<file path="src/rtl/pwr_wr_arbiter.sv">
// Two-channel AXI-Lite write arbiter: maestro (register index) and fsm (byte address) requesters.
// Optional write-error capture enabled by defining PWR_WR_ERR_CHECK_EN.
module pwr_wr_arbiter #(
    parameter int unsigned ADDR_W       = 32,
    parameter int unsigned DATA_W       = 32,
    parameter logic [31:0] MAESTRO_BASE = 32'h0000_3000
) (
    input  logic                clk,
    input  logic                rst,

    input  logic [31:0]         maestro_adress_i,
    input  logic [31:0]         maestro_data_i,
    input  logic                maestro_req_i,
    output logic                maestro_valid_o,
    output logic                maestro_ack_o,

    input  logic [31:0]         fsm_adress_i,
    input  logic [31:0]         fsm_data_i,
    input  logic                fsm_req_i,
    output logic                fsm_valid_o,
    output logic                fsm_ack_o,

    output logic [ADDR_W-1:0]   aw_addr,
    output logic [2:0]          aw_prot,
    output logic                aw_valid,
    input  logic                aw_ready,
    output logic [DATA_W-1:0]   w_data,
    output logic [DATA_W/8-1:0] w_strb,
    output logic                w_valid,
    input  logic                w_ready,
    input  logic [1:0]          b_resp,
    input  logic                b_valid,
    output logic                b_ready,

    output logic                err_o,
    output logic                err_src_o
);

    typedef enum logic [1:0] {StIdle, StIssue, StResp} state_e;

    state_e              state_q;
    logic                m_req_q, f_req_q;
    logic                m_arm_q, f_arm_q;
    logic                m_pend_q, f_pend_q;
    logic [31:0]         m_addr_q, m_data_q, f_addr_q, f_data_q;
    logic                grant_q;
    logic                aw_valid_q, w_valid_q, b_ready_q;
    logic [ADDR_W-1:0]   aw_addr_q;
    logic [DATA_W-1:0]   w_data_q;
    logic                m_ack_q, f_ack_q;

    logic                m_edge, f_edge;
    logic [31:0]         m_byte_addr;

    // Arm bits block an edge until req_i has been seen low once after reset.
    assign m_edge      = maestro_req_i & ~m_req_q & m_arm_q;
    assign f_edge      = fsm_req_i & ~f_req_q & f_arm_q;
    assign m_byte_addr = MAESTRO_BASE + (m_addr_q << 2);

    always_ff @(posedge clk) begin
        if (rst) begin
            state_q    <= StIdle;
            m_req_q    <= 1'b0;
            f_req_q    <= 1'b0;
            m_arm_q    <= 1'b0;
            f_arm_q    <= 1'b0;
            m_pend_q   <= 1'b0;
            f_pend_q   <= 1'b0;
            m_addr_q   <= '0;
            m_data_q   <= '0;
            f_addr_q   <= '0;
            f_data_q   <= '0;
            grant_q    <= 1'b0;
            aw_valid_q <= 1'b0;
            w_valid_q  <= 1'b0;
            b_ready_q  <= 1'b0;
            aw_addr_q  <= '0;
            w_data_q   <= '0;
            m_ack_q    <= 1'b0;
            f_ack_q    <= 1'b0;
        end else begin
            m_req_q <= maestro_req_i;
            f_req_q <= fsm_req_i;
            m_arm_q <= m_arm_q | ~maestro_req_i;
            f_arm_q <= f_arm_q | ~fsm_req_i;
            m_ack_q <= 1'b0;
            f_ack_q <= 1'b0;

            if (m_edge && !m_pend_q) begin
                m_pend_q <= 1'b1;
                m_addr_q <= maestro_adress_i;
                m_data_q <= maestro_data_i;
            end
            if (f_edge && !f_pend_q) begin
                f_pend_q <= 1'b1;
                f_addr_q <= fsm_adress_i;
                f_data_q <= fsm_data_i;
            end

            unique case (state_q)
                StIdle: begin
                    if (m_pend_q) begin
                        grant_q    <= 1'b0;
                        aw_addr_q  <= ADDR_W'(m_byte_addr);
                        w_data_q   <= DATA_W'(m_data_q);
                        aw_valid_q <= 1'b1;
                        w_valid_q  <= 1'b1;
                        state_q    <= StIssue;
                    end else if (f_pend_q) begin
                        grant_q    <= 1'b1;
                        aw_addr_q  <= ADDR_W'(f_addr_q);
                        w_data_q   <= DATA_W'(f_data_q);
                        aw_valid_q <= 1'b1;
                        w_valid_q  <= 1'b1;
                        state_q    <= StIssue;
                    end
                end
                StIssue: begin
                    if (aw_ready) aw_valid_q <= 1'b0;
                    if (w_ready)  w_valid_q  <= 1'b0;
                    if ((!aw_valid_q || aw_ready) && (!w_valid_q || w_ready)) begin
                        b_ready_q <= 1'b1;
                        state_q   <= StResp;
                    end
                end
                StResp: begin
                    if (b_valid) begin
                        b_ready_q <= 1'b0;
                        state_q   <= StIdle;
                        if (grant_q) begin
                            f_pend_q <= 1'b0;
                            f_ack_q  <= 1'b1;
                        end else begin
                            m_pend_q <= 1'b0;
                            m_ack_q  <= 1'b1;
                        end
                    end
                end
                default: state_q <= StIdle;
            endcase
        end
    end

`ifdef PWR_WR_ERR_CHECK_EN
    logic err_q, err_src_q;
    logic b_hs;

    assign b_hs = b_valid & b_ready_q & (state_q == StResp);

    // Sticky: only the first failing response is recorded.
    always_ff @(posedge clk) begin
        if (rst) begin
            err_q     <= 1'b0;
            err_src_q <= 1'b0;
        end else if (b_hs && (b_resp != 2'b00) && !err_q) begin
            err_q     <= 1'b1;
            err_src_q <= grant_q;
        end
    end

    assign err_o     = err_q;
    assign err_src_o = err_src_q;
`else
    logic unused_b_resp;
    assign unused_b_resp = ^b_resp;
    assign err_o         = 1'b0;
    assign err_src_o     = 1'b0;
`endif

    assign maestro_valid_o = m_pend_q | m_ack_q;
    assign fsm_valid_o     = f_pend_q | f_ack_q;
    assign maestro_ack_o   = m_ack_q;
    assign fsm_ack_o       = f_ack_q;
    assign aw_addr         = aw_addr_q;
    assign aw_prot         = 3'b000;
    assign aw_valid        = aw_valid_q;
    assign w_data          = w_data_q;
    assign w_strb          = '1;
    assign w_valid         = w_valid_q;
    assign b_ready         = b_ready_q;

endmodule

</file>
<file path="config.mk">
export PLATFORM = sky130hd
export DESIGN_NAME = pwr_wr_arbiter
export DESIGN_NICKNAME = d
export VERILOG_FILES = /design/src/rtl/pwr_wr_arbiter.sv
export SDC_FILE = /design/constraint.sdc
export NUM_CORES = 1
export LEC_CHECK = 0
export ABC_AREA = 1
export ABC_CLOCK_PERIOD_IN_PS = 2700
export CAP_MARGIN = 20
export CORE_MARGIN = 2
export CORE_UTILIZATION = 50
export CTS_BUF_LIST = sky130_fd_sc_hd__clkbuf_4 sky130_fd_sc_hd__clkbuf_8
export DETAILED_ROUTE_END_ITERATION = 6
export PLACE_DENSITY = 0.82
export SYNTH_ARGS = -nofsm -noshare
export SYNTH_HDL_FRONTEND = slang
export SYNTH_SLANG_ARGS = --single-unit
</file>
<file path="constraint.sdc">
create_clock -name clk -period 2.7 [get_ports clk]
set_clock_uncertainty 0.15 [all_clocks]
set_input_delay 0.54 -clock clk [delete_from_list [all_inputs] [get_ports clk]]
set_output_delay 0.54 -clock clk [all_outputs]
set_load 0.01 [all_outputs]
</file>
### Word-level counts from Yosys, hierarchy flattened

Cells that the tools add are included.

| word-level totals | value |
|---|---|
| register bits | 204 |
| bits of input ports | 137 |
| output and inout bits | 80 |

| operators by class | value |
|---|---|
| add/sub/neg operators | 1 |
| eq/ne operators | 7 |
| multiplexer cells | 29 |
| bitwise operators | 14 |
| reductions and logical operators | 19 |

Operators by type and width:

| kind | number |
|---|---|
| 32-bit 2-to-1 mux | 4 |
| 14-bit by 32-bit adder with 32-bit output, first input constant | 1 |
| 1-bit 2-to-1 mux | 17 |
| 3-bit AND reduction | 4 |
| 2-bit 2-to-1 mux | 4 |
| 2-bit inequality test, second input constant | 4 |
| 1-bit inverter | 6 |
| 1-bit one-hot mux with 2 select lines | 3 |
| 2-bit one-hot mux with 3 select lines | 1 |
| 2-bit nonzero test | 3 |
| 1-bit AND | 4 |
| 1-bit logical NOT | 4 |
| 1-bit bitwise OR | 4 |
| 1-bit logical AND | 3 |
| 3-bit inequality test, second input constant | 1 |
| 3-bit OR reduction | 1 |
| 2-bit by 1-bit == test with 1-bit output, second input constant | 1 |
| 2-bit == test, second input constant | 1 |
| 2-bit logical NOT | 1 |
| 1-bit logical OR | 2 |
| 2-bit AND reduction | 1 |

### Longest topological paths before layout

| depth | value |
|---|---|
| depth after elaboration | 8 |
| gate-level depth with buffers | 10 |
| depth with buffers taken out | 10 |

### Worst setup path after synthesis

OpenSTA, ideal clock, no wires.

| timing | value |
|---|---|
| path type | register to output |
| start | register m_pend_q |
| end | output maestro_valid_o |
| data arrival time | 972 ps |
| data required time | 2,010 ps |
| slack | 1,038 ps |
| stages on the path, launching flop included | 4 |
| path buffers | 2 |
| path through | dfxtp_1 > buf_4 > clkbuf_1 > or2_2 |

| between the ends | value |
|---|---|
| word-level cells in the longest chain between the ends | 1 |

RTL lines:

| item | line | RTL |
|---|---|---|
| start, declared | 44 | `logic m_pend_q, f_pend_q;` |
| start signal, assigned | 67 | `m_pend_q <= 1'b0;` |
| start signal, assigned | 90 | `m_pend_q <= 1'b1;` |
| start signal, assigned | 134 | `m_pend_q <= 1'b0;` |
| 1-bit bitwise OR | 170 | `assign maestro_valid_o = m_pend_q \| m_ack_q;` |
| end, declared | 14 | `output logic maestro_valid_o,` |

No other way between the ends.

### Final worst setup path

Same ends and word-level chain as after synthesis.

==> reports/qor.csv <==
stage,metric,value,unit
critical_path,crit_chain,or2_2 -> clkdlybuf4s50_1,
clock_tree,cts_buffer_depth,3,
status,outcome,finished clean,
yosys,syn_inst,1028,
final_layout,instances_no_fill,1448,
placement,routabilityCongestion,0.8535,
final_layout,fillers,1334,
route,wl_per_cell,14.86,um
route,drc,0,
die,coreArea,15770,um2
die,die_area,17050,um2
final_layout,area_growth,34.79,%
timing,worst_pin_slew,0.5953,ns
yosys,seq_area_frac_synth,50.98,%
timing,relSlewSlack,60.31,%
critical_path,slowest_delay,0.48,ns
critical_path,path_max_fanout,5,
clock_tree,cts_buffers,34,
flow_run,cap_violations,0,
timing,grt_setup_unrepaired,false,
die,fp.dieH,130.6,um
pwr,p_leak,4.020,nW
placement,hpwl,14.34,mm
pwr,ir_drop,0.4102,mV
die,fp-row-count,46,
global_route,grt_first_pass_wirelength,34.34,mm
critical_path,cpLargestDelayFamily,buffers and inverters,
critical_path,cp_data_arrival_time,1.65,ns
yosys,syn_area,8010,um2
yosys,synth.distinct_cells,39,
global_route,antenna_found_initial,0,
worst_hold_path,holdCritPathClass,flop to flop,
timing,finalSetupViolations,0,
timing,post-route-period-util,86.59,%
route,ant_nets,0,
clock_tree,post_cts_buffers,0,
pwr,power.density,660.2,nW/um2
yosys,yosys.area.top_type_share,50.98,%
global_route,grt_max_degree,89,
critical_path,crit_path_start_kind,flop,
final_layout,nNetsFinal,1351,
yosys,synth_edf_count,0,
yosys,async_reset_ff_share,0,%
clock_tree,clk_latency,0.51,ns
global_route,track_usage,25.15,%
critical_path,slowest_stage,clkdlybuf4s50_1,
clock_tree,h-tree-depth,2,
yosys,synth_area_per_cell,7.792,um2
placement,placedCellCount,1393,
final_layout,layout_commonest_cell,nor2_1,
die,fp.dieW,130.6,um
yosys,yosysWarnings,0,
yosys,synthFlopType,dfxtp_1,
critical_path,worstPathRequired,2.01,ns
final_layout,drive_above_1_share,8.604,%
critical_path,critical_path_class,flop to primary output,
global_route,gr-total-overflow,0,
timing,max_freq,427.7,MHz
clock_tree,ctsResizeCount,0,
route,firstDrtPassIters,5,
die,initial_utilization,50.79,%
placement,io_buffers,203,
route,vias_per_cell,5.124,
clock_tree,clk_transition_reported_paths,0.06,ns
final_layout,multi_input_area,3242,um2
route,drtIter0Drc,453,
final_layout,mostFrequentLayoutCells,"nor2_1 (217), dfxtp_1 (204), clkdlybuf4s50_1 (203), o21ai_0 (184), a21oi_1 (81)",
route,num_vias,7420,
clock_tree,cts_tree,yes,
yosys,synth_top_cell_by_area,dfxtp_1,
clock_tree,numClockSinks,204,
timing,drv_slew,0,
yosys,yosys-top-cells-area,"dfxtp_1 (51%), o21ai_0 (11%), nor2_1 (10%)",
timing,hold_viol,0,
yosys,synth_seq_cells,204,
route,wl,21.52,mm
critical_path,path_buf_inv,1,
timing,fin_setup_tns,0,ns
timing,min_period,2.338,ns
global_route,grt_pass1_vias,7212,
final_layout,antenna_cells,0,
final_layout,regArea,4084,um2
clock_tree,cts_hold_buf,0,
critical_path,worstSetupEndpointType,primary output,
clock_tree,cts_root_buffer,clkbuf_8,
die,io_pins,217,
## cell families (layout without fill, tap and decap cells)
logic type / Yosys count / in the layout / share of synthesized area [%]
and+or+nand+nor: 327 / 327 / 16.24
AOI/OAI and AO/OA: 323 / 323 / 22.65
DFF: 204 / 204 / 50.98
buffers and inverters: 163 / 360 / 8.997
xor gates and xnor gates: 8 / 8 / 0.8748
other: 2 / 9 / 0.09376
adders and majority gates: 1 / 1 / 0.1562
## registers in the layout (all words and copies together), names as in the netlist, 2 cells and up
signal	flops
m_data_q	32
m_addr_q	30
aw_addr	32
f_data_q	32
w_data	32
state_q	2
f_addr_q	32
## per-stage QoR
stage          power, mW  area [um2]  utilization [%]  hold slack [ns]  worst slack (ns)
2_1_floorplan      3.962        8036                -           0.2754             1.038
3_3_place_gp       4.480       10120            64.19           0.2872            0.2858
3_5_place_dp       4.503       10120            64.19           0.2936            0.2147
4_1_cts            7.186       10800            68.46           0.3014            0.3308
5_1_grt            7.451       10800            68.46           0.3169            0.3074
6_report           7.128       10800            68.46           0.2968            0.3621
## power by group
part,internal (mW),switching (mW)
clock,1.54,1.14
sequential,3.23,0.115
combinational,0.539,0.558
## final timing paths
kind / from / to / slack (ns) / depth (start not counted)
max: m_pend_q / maestro_valid_o / 0.36 / 2
min reg2reg: f_data_q[24] / w_data[24] / 0.30 / 2
max reg2reg: state_q[1] / aw_addr[19] / 0.65 / 8
min: f_data_q[24] / w_data[24] / 0.30 / 2
## metal layers
layer | wire [um] | track usage [%] | up-vias
met5 | 0 | 0 | -
met4 | 632 | 9.950 | 0
met3 | 1827 | 7.980 | 44
met2 | 10070 | 41.73 | 259
met1 | 8985 | 30.52 | 3387
li1 | - | - | 3730
## cell type report
type	count	share of cell area (%)
clock buffers	53	6.119
multi-input cells	668	30.03
well taps	216	2.503
clock inverters	2	0.1159
inverters	86	3.013
flip-flops and latches	204	37.83
repair buffers	219	20.40
## cells in the mapped netlist (3+ instances only)
library cell	instances
clkbuf_2	3
buf_6	3
nor2_2	4
nand2_1	75
nor3_1	4
buf_4	13
a31oi_1	4
a211oi_1	32
nand4_1	3
or2_2	4
inv_1	80
nand2_2	3
dfxtp_1	204
nor2_1	217
inv_2	4
a211oi_2	10
nand3_1	14
buf_2	27
xor2_1	6
o21ai_0	184
clkbuf_1	30
a21oi_1	81
## tightest hold or removal path: stages (launching register included)
cell      delay [ns]
dfxtp_1         0.30
inv_1           0.06
a211oi_1        0.06
No activity file was read; power rests on OpenSTA's default activity.
